**config.mk**
```make
export PLATFORM = sky130hd
export DESIGN_NAME = key_operand_loader
export DESIGN_NICKNAME = d
export VERILOG_FILES = /design/src/rtl/key_operand_loader.sv
export SDC_FILE = /design/constraint.sdc
export NUM_CORES = 1
export LEC_CHECK = 0
export CAP_MARGIN = 30
export CORE_MARGIN = 2
export CORE_UTILIZATION = 55
export DETAILED_ROUTE_END_ITERATION = 7
export DONT_BUFFER_PORTS = 1
export GPL_ROUTABILITY_DRIVEN = 0
export GPL_TIMING_DRIVEN = 0
export PLACE_DENSITY = 0.7
export SLEW_MARGIN = 20
export SYNTH_ARGS = -nofsm -noshare
export SYNTH_HDL_FRONTEND = slang
export SYNTH_SLANG_ARGS = --single-unit
```
**constraint.sdc**
```tcl
create_clock -name CLOCK_50 -period 2.9 [get_ports CLOCK_50]
set_clock_uncertainty 0.1 [all_clocks]
set_input_delay 0.29 -clock CLOCK_50 [delete_from_list [all_inputs] [get_ports CLOCK_50]]
set_output_delay 0.29 -clock CLOCK_50 [all_outputs]
set_load 0.02 [all_outputs]
```
**src/rtl/key_operand_loader.sv**
```systemverilog
// Pushbutton front end for the 4-bit adder: debounces load/clear keys and
// sequences capture of operands A and B from the slide switches.

module key_debounce #(
  parameter int DEBOUNCE_CYCLES = 500000
) (
  input  logic clk,
  input  logic reset,
  input  logic key_n,
  output logic press
);
  localparam int CNT_W = $clog2(DEBOUNCE_CYCLES);
  localparam logic [CNT_W-1:0] CNT_MAX = CNT_W'(DEBOUNCE_CYCLES - 1);

  logic [1:0]       sync;
  logic [CNT_W-1:0] cnt;
  logic             level;
  logic             level_d;

  always_ff @(posedge clk) begin
    if (reset) begin
      sync    <= 2'b11;
      cnt     <= '0;
      level   <= 1'b1;
      level_d <= 1'b1;
      press   <= 1'b0;
    end else begin
      sync    <= {sync[0], key_n};
      level_d <= level;
      // Pulse lands one cycle after the debounced level falls.
      press   <= level_d & ~level;
      if (sync[1] == level) begin
        cnt <= '0;
      end else if (cnt == CNT_MAX) begin
        level <= sync[1];
        cnt   <= '0;
      end else begin
        cnt <= cnt + 1'b1;
      end
    end
  end
endmodule

module key_operand_loader #(
  parameter int WIDTH           = 4,
  parameter int DEBOUNCE_CYCLES = 500000
) (
  input  logic             CLOCK_50,
  input  logic             reset,
  input  logic             key_load_n,
  input  logic             key_clr_n,
  input  logic [WIDTH-1:0] sw_data,
  output logic [WIDTH-1:0] op_a,
  output logic [WIDTH-1:0] op_b,
  output logic             operands_valid,
  output logic [1:0]       state,
  output logic             load_evt
);
  typedef enum logic [1:0] {
    WAIT_A = 2'b00,
    WAIT_B = 2'b01,
    SHOW   = 2'b10
  } state_t;

  logic [1:0] keys_n;
  logic [1:0] press;
  logic       clr_evt;
  state_t     st;

  assign keys_n = {key_clr_n, key_load_n};

  for (genvar k = 0; k < 2; k++) begin : g_key
    key_debounce #(.DEBOUNCE_CYCLES(DEBOUNCE_CYCLES)) u_db (
      .clk   (CLOCK_50),
      .reset (reset),
      .key_n (keys_n[k]),
      .press (press[k])
    );
  end

  assign load_evt = press[0];
  assign clr_evt  = press[1];
  assign state    = st;

  always_ff @(posedge CLOCK_50) begin
    if (reset) begin
      st             <= WAIT_A;
      op_a           <= '0;
      op_b           <= '0;
      operands_valid <= 1'b0;
    end else if (clr_evt) begin
      // Clear wins; a load in the same cycle is dropped.
      st             <= WAIT_A;
      op_a           <= '0;
      op_b           <= '0;
      operands_valid <= 1'b0;
    end else begin
      case (st)
        WAIT_A: if (load_evt) begin
          op_a <= sw_data;
          st   <= WAIT_B;
        end
        WAIT_B: if (load_evt) begin
          op_b           <= sw_data;
          operands_valid <= 1'b1;
          st             <= SHOW;
        end
        SHOW: if (load_evt) begin
          op_a           <= sw_data;
          op_b           <= '0;
          operands_valid <= 1'b0;
          st             <= WAIT_B;
        end
        default: begin
          st             <= WAIT_A;
          op_a           <= '0;
          op_b           <= '0;
          operands_valid <= 1'b0;
        end
      endcase
    end
  end
endmodule

```
Word level (Yosys, flattened, before mapping):

Cells that the tools add are included.

* bitwise operators: 8
* add/subtract/negate cells: 2
* muxes and demuxes: 10
* equal/unequal tests: 9
* reductions and logical operators: 10

Operators with widths (number)
* $add A19 B1 Y19 const B: 2
* $eq A19 B19 Y1 const B: 2
* $pmux W4 S3: 1
* $mux W4: 2
* $pmux W4 S2: 1
* $reduce_and A2 Y1: 4
* $ne A2 B1 Y1 const B: 3
* $not A1 Y1: 6
* $reduce_or A3 Y1: 2
* $mux W2: 2
* $pmux W2 S2: 1
* $reduce_or A2 Y1: 2
* $pmux W1 S3: 1
* $reduce_and A3 Y1: 1
* $and A1 B1 Y1: 2
* $eq A1 B1 Y1: 2
* $eq A2 B1 Y1 const B: 1
* $eq A2 B2 Y1 const B: 1
* $logic_not A2 Y1: 1
* $mux W1: 2

* input bits: 8
* register bits after elaboration: 59
* word-level logic and storage cells: 53
* output and inout bits: 12

Longest topological paths before layout:

Gate-level depths: netlist of the first run.

* depth in word-level cells: 4
* depth in mapped cells: 7
* depth with buffers taken out: 5

By module:

From an unflattened synthesis of the first run, not the netlist that was laid out.

* cell total of the unflattened synthesis: 286
* area total of the unflattened synthesis: 2598.7 sq um

By module, submodules not included
* key_debounce: cells each 115, area an instance 1041.0 sq um, seq. area each 480.5 sq um, times used 2
* key_operand_loader: cells each 56, area an instance 516.7 sq um, seq. area each 220.2 sq um, times used 1

Worst setup path after synthesis of the first run:

Ideal clock, no wire load.

* path kind: reg-to-reg
* start: register g_key[0].u_db.cnt[0]
* end: register g_key[0].u_db.cnt[18]
* period minus slack after synthesis: 1.888 ns
* slack: 1.012 ns
* data arrival time: 1.718 ns
* buffers on the path: 0
* cell stages (with the launch flop): 6
* library setup time: 0.070 ns
* data required time: 2.730 ns
* cell sequence: dfxtp_1 > ha_1 > nand4_1 > or4_1 > or3_1 > a21oi_1

* cells in the longest elaborated chain, start to end: 2
* elaborated cells on any way between the ends: 3
* classes of those cells: add/sub: 1; eq/ne: 1; reduce/logical: 1

RTL lines
* start, declared: line 16 `logic [CNT_W-1:0] cnt;`
* start signal, assigned: line 38 `cnt <= cnt + 1'b1;`
* branches (longest 2 deep; another with $add A19 B1 Y19)

Parallel ways; which one is timed is not known.
A chain may end at the register's enable or synchronous reset.

Final worst setup path of the first run:

* start: register g_key[1].u_db.cnt[0]
* end: register g_key[1].u_db.cnt[11]

* cells in the longest elaborated chain, start to end: 2
* elaborated cells on any way between the ends: 3
* classes of those cells: add/sub: 1; eq/ne: 1; reduce/logical: 1

RTL lines (line)
* start, declared: 16
* start signal, assigned: 38
* branches (longest 2 deep; another with $add A19 B1 Y19)

Parallel ways; which one is timed is not known.

==> run metrics, run 1 <==
Synth Area in XOR/XNOR 10.1%; CTS Buf Count 9; Fmax between 400 and 500 MHz; final wirelength between 4000 and 5000 µm; R2R Path Start g_key[1].u_db.cnt[0]; Synth top cells by count 59 x dfxtp_1, 54 x nor2_1, 19 x xnor2_1; CTS sink cnt slightly below 60; clk slew on worst S/H paths 0.07 ns; post-CTS resize count 0; top cells by area, synth dfxtp_1 47%, nor2_1 8.1%, xnor2_1 6.6%, xor2_1 3.5%, nand3_1 3.2%; adder-cell share of the synthesized area 0.996%; Worst setup endpoint g_key[1].u_db.cnt[11]; Period minus WS final 2.20 ns; worst slew pin tran 0.515 ns; Syn Inst Count 283; largest family of logic cells by synthesized area simple AND/OR/NAND/NOR gates; row count 24; r2r setup slk 0.70 ns; CP Class flop to flop; I/O pin cnt 20; full die area 5130 µm²; Antenna Nets Post-Route 0; Clk Latency, worst-skew pair 0.33 ns; post-CTS setup buffer count 0; H-tree level count 3; Finished Layout Cells 353; fin worst setup slack around 0.70 ns; placed cells 335; Final Net Count ~310; vias per cell 5.66; reg2reg path depth 6; CP required 3.02 ns; Final period util 75.7%; total number of vias 1,997; Synth area leader dfxtp_1; most frequent cell after synthesis dfxtp_1; Worst Setup Start Kind flop; worst vdd ir 0.000355 V; pin count of the biggest net entering global routing 11; crit-path max FO 10; drt pass-1 iters 4; Root Buffer clkbuf_8; EDFF count, synth 0; Design Power 1.79 mW; syn avg cell area 8.88 µm²; status finished, final reports clean; Tot GR Track Use 20.4%; Layout area overhead 13.7%; sequential area share after synthesis 47.0%; share of cells above drive strength 1 about an eighth; vias in the first global route 1,873; Hold Crit Class input pin to flop; Synth Flop Type dfxtp_1; ys async rst share 0%; final core occ 65.2%; Max Cap Viol 0; PwrDens ~630 nW/µm²; CP Data Arrival Time 2.31 ns; pre-CTS WS 0.705 ns; Final HPWL DP about 3000 µm; warnings from Yosys 0; Final Hold Viols 0; simple-gate share of the synthesized area 29.8%; # DRC 0; setup repair after global routing missed its margin no; Starting Density a little under three fifths; Bufs on Longest Clock Path 2; first-pass GRT wire length 8200 µm; core area between 4000 and 5000 µm²; Post-CTS Hold Buffers 2; Post-Syn Nets 293; Compound-Gate Fraction of Synth Area under 10%; DR WL/cell 13.0 µm; Die Wd 71.6 µm; initial antenna violation count 0; Pleak roughly 0.9 nW; initial drt markers 120; Die Height between 70 and 80 µm; ANT cells 0; mux cell area share after synthesis 1.59%; fin. max-slew vios 0; critical path capture point type flop; Relative slew margins around 66%; final setup vio count 0; Setup TNS Final 0 ns; r2r endpoint g_key[1].u_db.cnt[11]; Yosys cell types 40; GRT overflow 0; CTS tree built; Setup crit start g_key[1].u_db.cnt[0]; post-synthesis register bit count between 50 and 60; PortBufs 0; Cell Area, Synth ~2500 µm²; Yosys top cell area share between 40% and 50%
## layer usage
metal / part of all wire [%] / global-route usage [%]
met5: 0 / 0
met4: 0.96 / 11.3
met3: 4.7 / 4.92
met2: 44 / 29.7
met1: 50 / 27.8
## power by group
group | leakage, nW | internal [mW] | switching (mW)
Combinational | 0.302 | 0.00958 | 0.0122
Sequential | 0.476 | 0.815 | 0.00457
Clock | 0.133 | 0.640 | 0.311
Total | 0.911 | 1.46 | 0.328
## critical path, cell delays in order, from the launching register on
cell and delay [ns]:
dfxtp_1 0.38, ha_1 0.25, and4_1 0.30, nand3_1 0.18
o21ai_2 0.49, buf_2 0.32, nor2_1 0.07
## through the flow
stage | hold WS, ns | cell area, µm²
floorplan | 0.289 | 2510
global placement | 0.291 | 2580
detailed placement | 0.294 | 2580
CTS | 0.0152 | 2860
global route | 0.0197 | 2860
finish | 0.0289 | 2860
## kinds of logic (layout without fill, tap and decap cells)
family	count (synthesis)	count (layout)
multiplexers	4	4
adder cells (fa/ha/maj)	2	2
buffers and inverters	15	33
flip-flops	59	59
XOR/XNOR	29	29
AO/OA/AOI/OAI	31	31
AND/OR/NAND/NOR	143	143
## registers in the layout, summed over array words and instances (netlist names)
register	count
op_a	4
g_key.u_db.level	2
state	2
op_b	4
g_key.u_db.sync	4
g_key.u_db.press	2
g_key.u_db.level_d	2
operands_valid	1
g_key.u_db.cnt	38
## layout make-up
cell class                      instances  area (µm²)
Sequential cell                        59        1180
Tap cell                               52        65.1
Inverter                                7        26.3
Clock buffer                           12         165
Fill cell                             384        1530
Timing Repair Buffer                    2        20.0
Clock inverter                          4        95.1
Buffer                                  8        53.8
Multi-Input combinational cell        209        1250
## worst min-delay path by stage
| stage | from | endpoint | slack, ns | cells after the start |
|---|---|---|---|---|
| global route | sw_data[3] | op_a[3] | 0.02 | 2 |
| floorplan | g_key[0].u_db.sync[0] | g_key[0].u_db.sync[1] | 0.29 | 1 |
| finish | sw_data[3] | op_a[3] | 0.03 | 2 |
| global placement | g_key[0].u_db.sync[0] | g_key[0].u_db.sync[1] | 0.29 | 1 |
| detailed placement | g_key[1].u_db.sync[0] | g_key[1].u_db.sync[1] | 0.29 | 1 |
| CTS | sw_data[3] | op_a[3] | 0.02 | 2 |
## cells in the final DEF (no fill, tap or decap), types with 2 or more instances in the layout
master         instances
dfxtp_1               59
nor2_1                54
xnor2_1               19
nand2_1               16
nand3_1               16
a21oi_1               15
clkbuf_8              12
nand4_1               10
xor2_1                10
or2_2                  9
nor4_1                 9
inv_1                  7
o21ai_0                7
or3_1                  5
mux2i_1                4
a32oi_1                4
nor3_1                 4
clkbuf_1               3
and4_1                 3
or4_1                  3
and3_1                 3
bufinv_16              3
and2_1                 2
o31ai_1                2
ha_1                   2
dlygate4sd3_1          2
Note: power is estimated with default switching activity, not from simulation.
==> inputs of run 2 (changes only) <==
==> constraint.sdc (replaced) <==
create_clock -name CLOCK_50 -period 2.2 [get_ports CLOCK_50]
set_clock_uncertainty 0.1 [all_clocks]
set_input_delay 0.22 -clock CLOCK_50 [delete_from_list [all_inputs] [get_ports CLOCK_50]]
set_output_delay 0.22 -clock CLOCK_50 [all_outputs]
set_load 0.02 [all_outputs]
==> run 2 against run 1 <==
Net effect:
- clock power rose by 32%
- fmax rose by 7.1%
- sequential share of layout area fell by 1.1 points
- first-iteration DRC count fell by 13%
- total power rose by 33%
- die area did not move
- highest routed layer unchanged
- core utilization rose by 1.8 points
==> run metrics, run 2 (synthesis results as in run 1) <==
Layout area overhead 16.9%; Die Wd 71.6 µm (unchanged); CP Class flop to flop; Period minus WS final 2.05 ns (-0.145 ns); drt pass-1 iters 4 (unchanged); fin. max-slew vios 0 (unchanged); final wirelength 4690 µm (+2.0%); Max Cap Viol 0 (unchanged); Worst Setup Start Kind flop; r2r setup slk 0.15 ns (-0.56 ns); Worst setup endpoint g_key[0].u_db.cnt[18]; most frequent cells in the layout 59 x dfxtp_1, 54 x nor2_1, 19 x xnor2_1; Bufs on Longest Clock Path 2 (unchanged); register name with the most flops g_key.u_db.cnt; CP Data Arrival Time 2.22 ns (-0.09 ns); Final period util 93.2% (+18 points); reg2reg path depth 5 (-1); Relative slew margins 65.2% (-0.35 points); Final HPWL DP 3080 µm (unchanged); I/O pin cnt 20 (unchanged); most common cell after layout, fill and taps aside dfxtp_1; Fmax 488 MHz (+7.1%); pin count of the biggest net entering global routing 11 (unchanged); # DRC 0 (unchanged); Clk Latency, worst-skew pair 0.33 ns (about the same); core area 4380 µm² (unchanged); share of cells above drive strength 1 13.3% (+1.3 points); Design Power 2.38 mW (+33%); FF+latch area 1180 µm² (unchanged); worst vdd ir 0.000471 V (+33%); vias per cell 5.55 (-2.0%); GRT overflow 0 (unchanged); Starting Density 57.3% (unchanged); final setup vio count 0 (unchanged); Final Hold Viols 0 (unchanged); critical path capture point type flop; Root Buffer clkbuf_8; Final Instance Area 2940 µm² (+2.8%); Pleak 0.943 nW (+3.5%); # fillers 372 (-3.1%); vias in the first global route 1,879 (+0.32%); max reg flops 38 (unchanged); clk slew on worst S/H paths 0.07 ns (about the same); PortBufs 0 (unchanged); Hold Crit Class input pin to flop; PwrDens 808 nW/µm² (+29%); Final Net Count 314 (+2.6%); multi-input gate area in the final layout 1260 µm² (+0.80%); Die Height 71.6 µm (unchanged); first-pass GRT wire length 8230 µm (+0.41%); crit-path max FO 5 (-5); CTS sink cnt 59 (unchanged); DP Area 2580 µm² (unchanged); status finished, final reports clean; full die area 5130 µm² (unchanged); Finished Layout Cells 361 (+2.3%); R2R Path Start g_key[0].u_db.cnt[0]; placed cells 335 (unchanged); Tot GR Track Use 20.5% (+0.089 points); CTS Buf Count 9 (unchanged); DR WL/cell 13.0 µm (-0.26%); row count 24 (unchanged); H-tree level count 3 (unchanged); worst slew pin tran 0.520 ns (+0.00530 ns); final core occ 67.0% (+1.8 points); total number of vias 2,002 (+0.25%); initial drt markers 104 (-13%); Antenna Nets Post-Route 0 (unchanged); CP required 2.37 ns (-0.65 ns); Setup crit start g_key[0].u_db.cnt[0]; ANT cells 0 (unchanged); initial antenna violation count 0 (unchanged); CTS tree built; r2r endpoint g_key[0].u_db.cnt[18]
-- run 2: cell type report --
class,count,area share [%]
repair buffers,10,3.07
well taps,52,2.21
plain buffers,8,1.83
flip-flops and latches,59,40.2
multi-input cells,209,43.0
clock inverters,4,3.24
inverters,7,0.894
clock buffers,12,5.62
-- run 2: what timing repair did --
| item | 4_1_cts | 5_1_grt |
|---|---|---|
| setup buffers | 0 | 4 |
| hold endpoints to repair | 8 | 0 |
| resized for setup | 0 | 2 |
| setup endpoints to repair | 0 | 11 |
| hold buffers | 6 | 0 |
-- run 2: worst min path at each step --
| stage | startpoint | to | slack, ns | cells after the start |
|---|---|---|---|---|
| floorplan | key_load_n | g_key[0].u_db.sync[0] | 0.22 | 1 |
| global placement | key_clr_n | g_key[1].u_db.sync[0] | 0.22 | 1 |
| detailed placement | key_clr_n | g_key[1].u_db.sync[0] | 0.23 | 1 |
| CTS | reset | g_key[0].u_db.cnt[2] | 0.02 | 2 |
| global route | reset | g_key[0].u_db.cnt[2] | 0.02 | 2 |
| finish | reset | g_key[0].u_db.cnt[2] | 0.02 | 2 |
-- run 2: through the flow --
| step | TNS, ns | setup slack [ns] | hold WS [ns] |
|---|---|---|---|
| CTS | 0 | 0.00129 | 0.0169 |
| detailed placement | 0 | 0.00503 | 0.227 |
| global placement | 0 | 0.0803 | 0.225 |
| global route | -0.000167 | -0.000167 | 0.0179 |
| finish | 0 | 0.149 | 0.0181 |
| floorplan | 0 | 0.312 | 0.224 |
-- run 2: layer usage --
metal | wire length [µm] | track usage (%) | up-vias | share of wire [%]
met2 | 2090 | 30.0 | 38 | 45
met4 | 36 | 11.3 | 0 | 0.77
met1 | 2330 | 27.9 | 929 | 50
li1 | - | - | 1030 | -
met5 | 0 | 0 | - | 0
met3 | 239 | 4.78 | 5 | 5.1
-- run 2: report_power, final --
part           switching, mW  internal [mW]  total (mW)  leakage [nW]
Clock                  0.414          0.844        1.26         0.133
Combinational         0.0184         0.0193      0.0377         0.334
Sequential           0.00607           1.07        1.08         0.476
-- run 2: critical path, stage by stage (launching register included) --
cell	delay (ns)
dfxtp_1	0.41
ha_2	0.24
nand4_1	0.20
or4_1	0.58
or3_1	0.32
a21oi_1	0.14
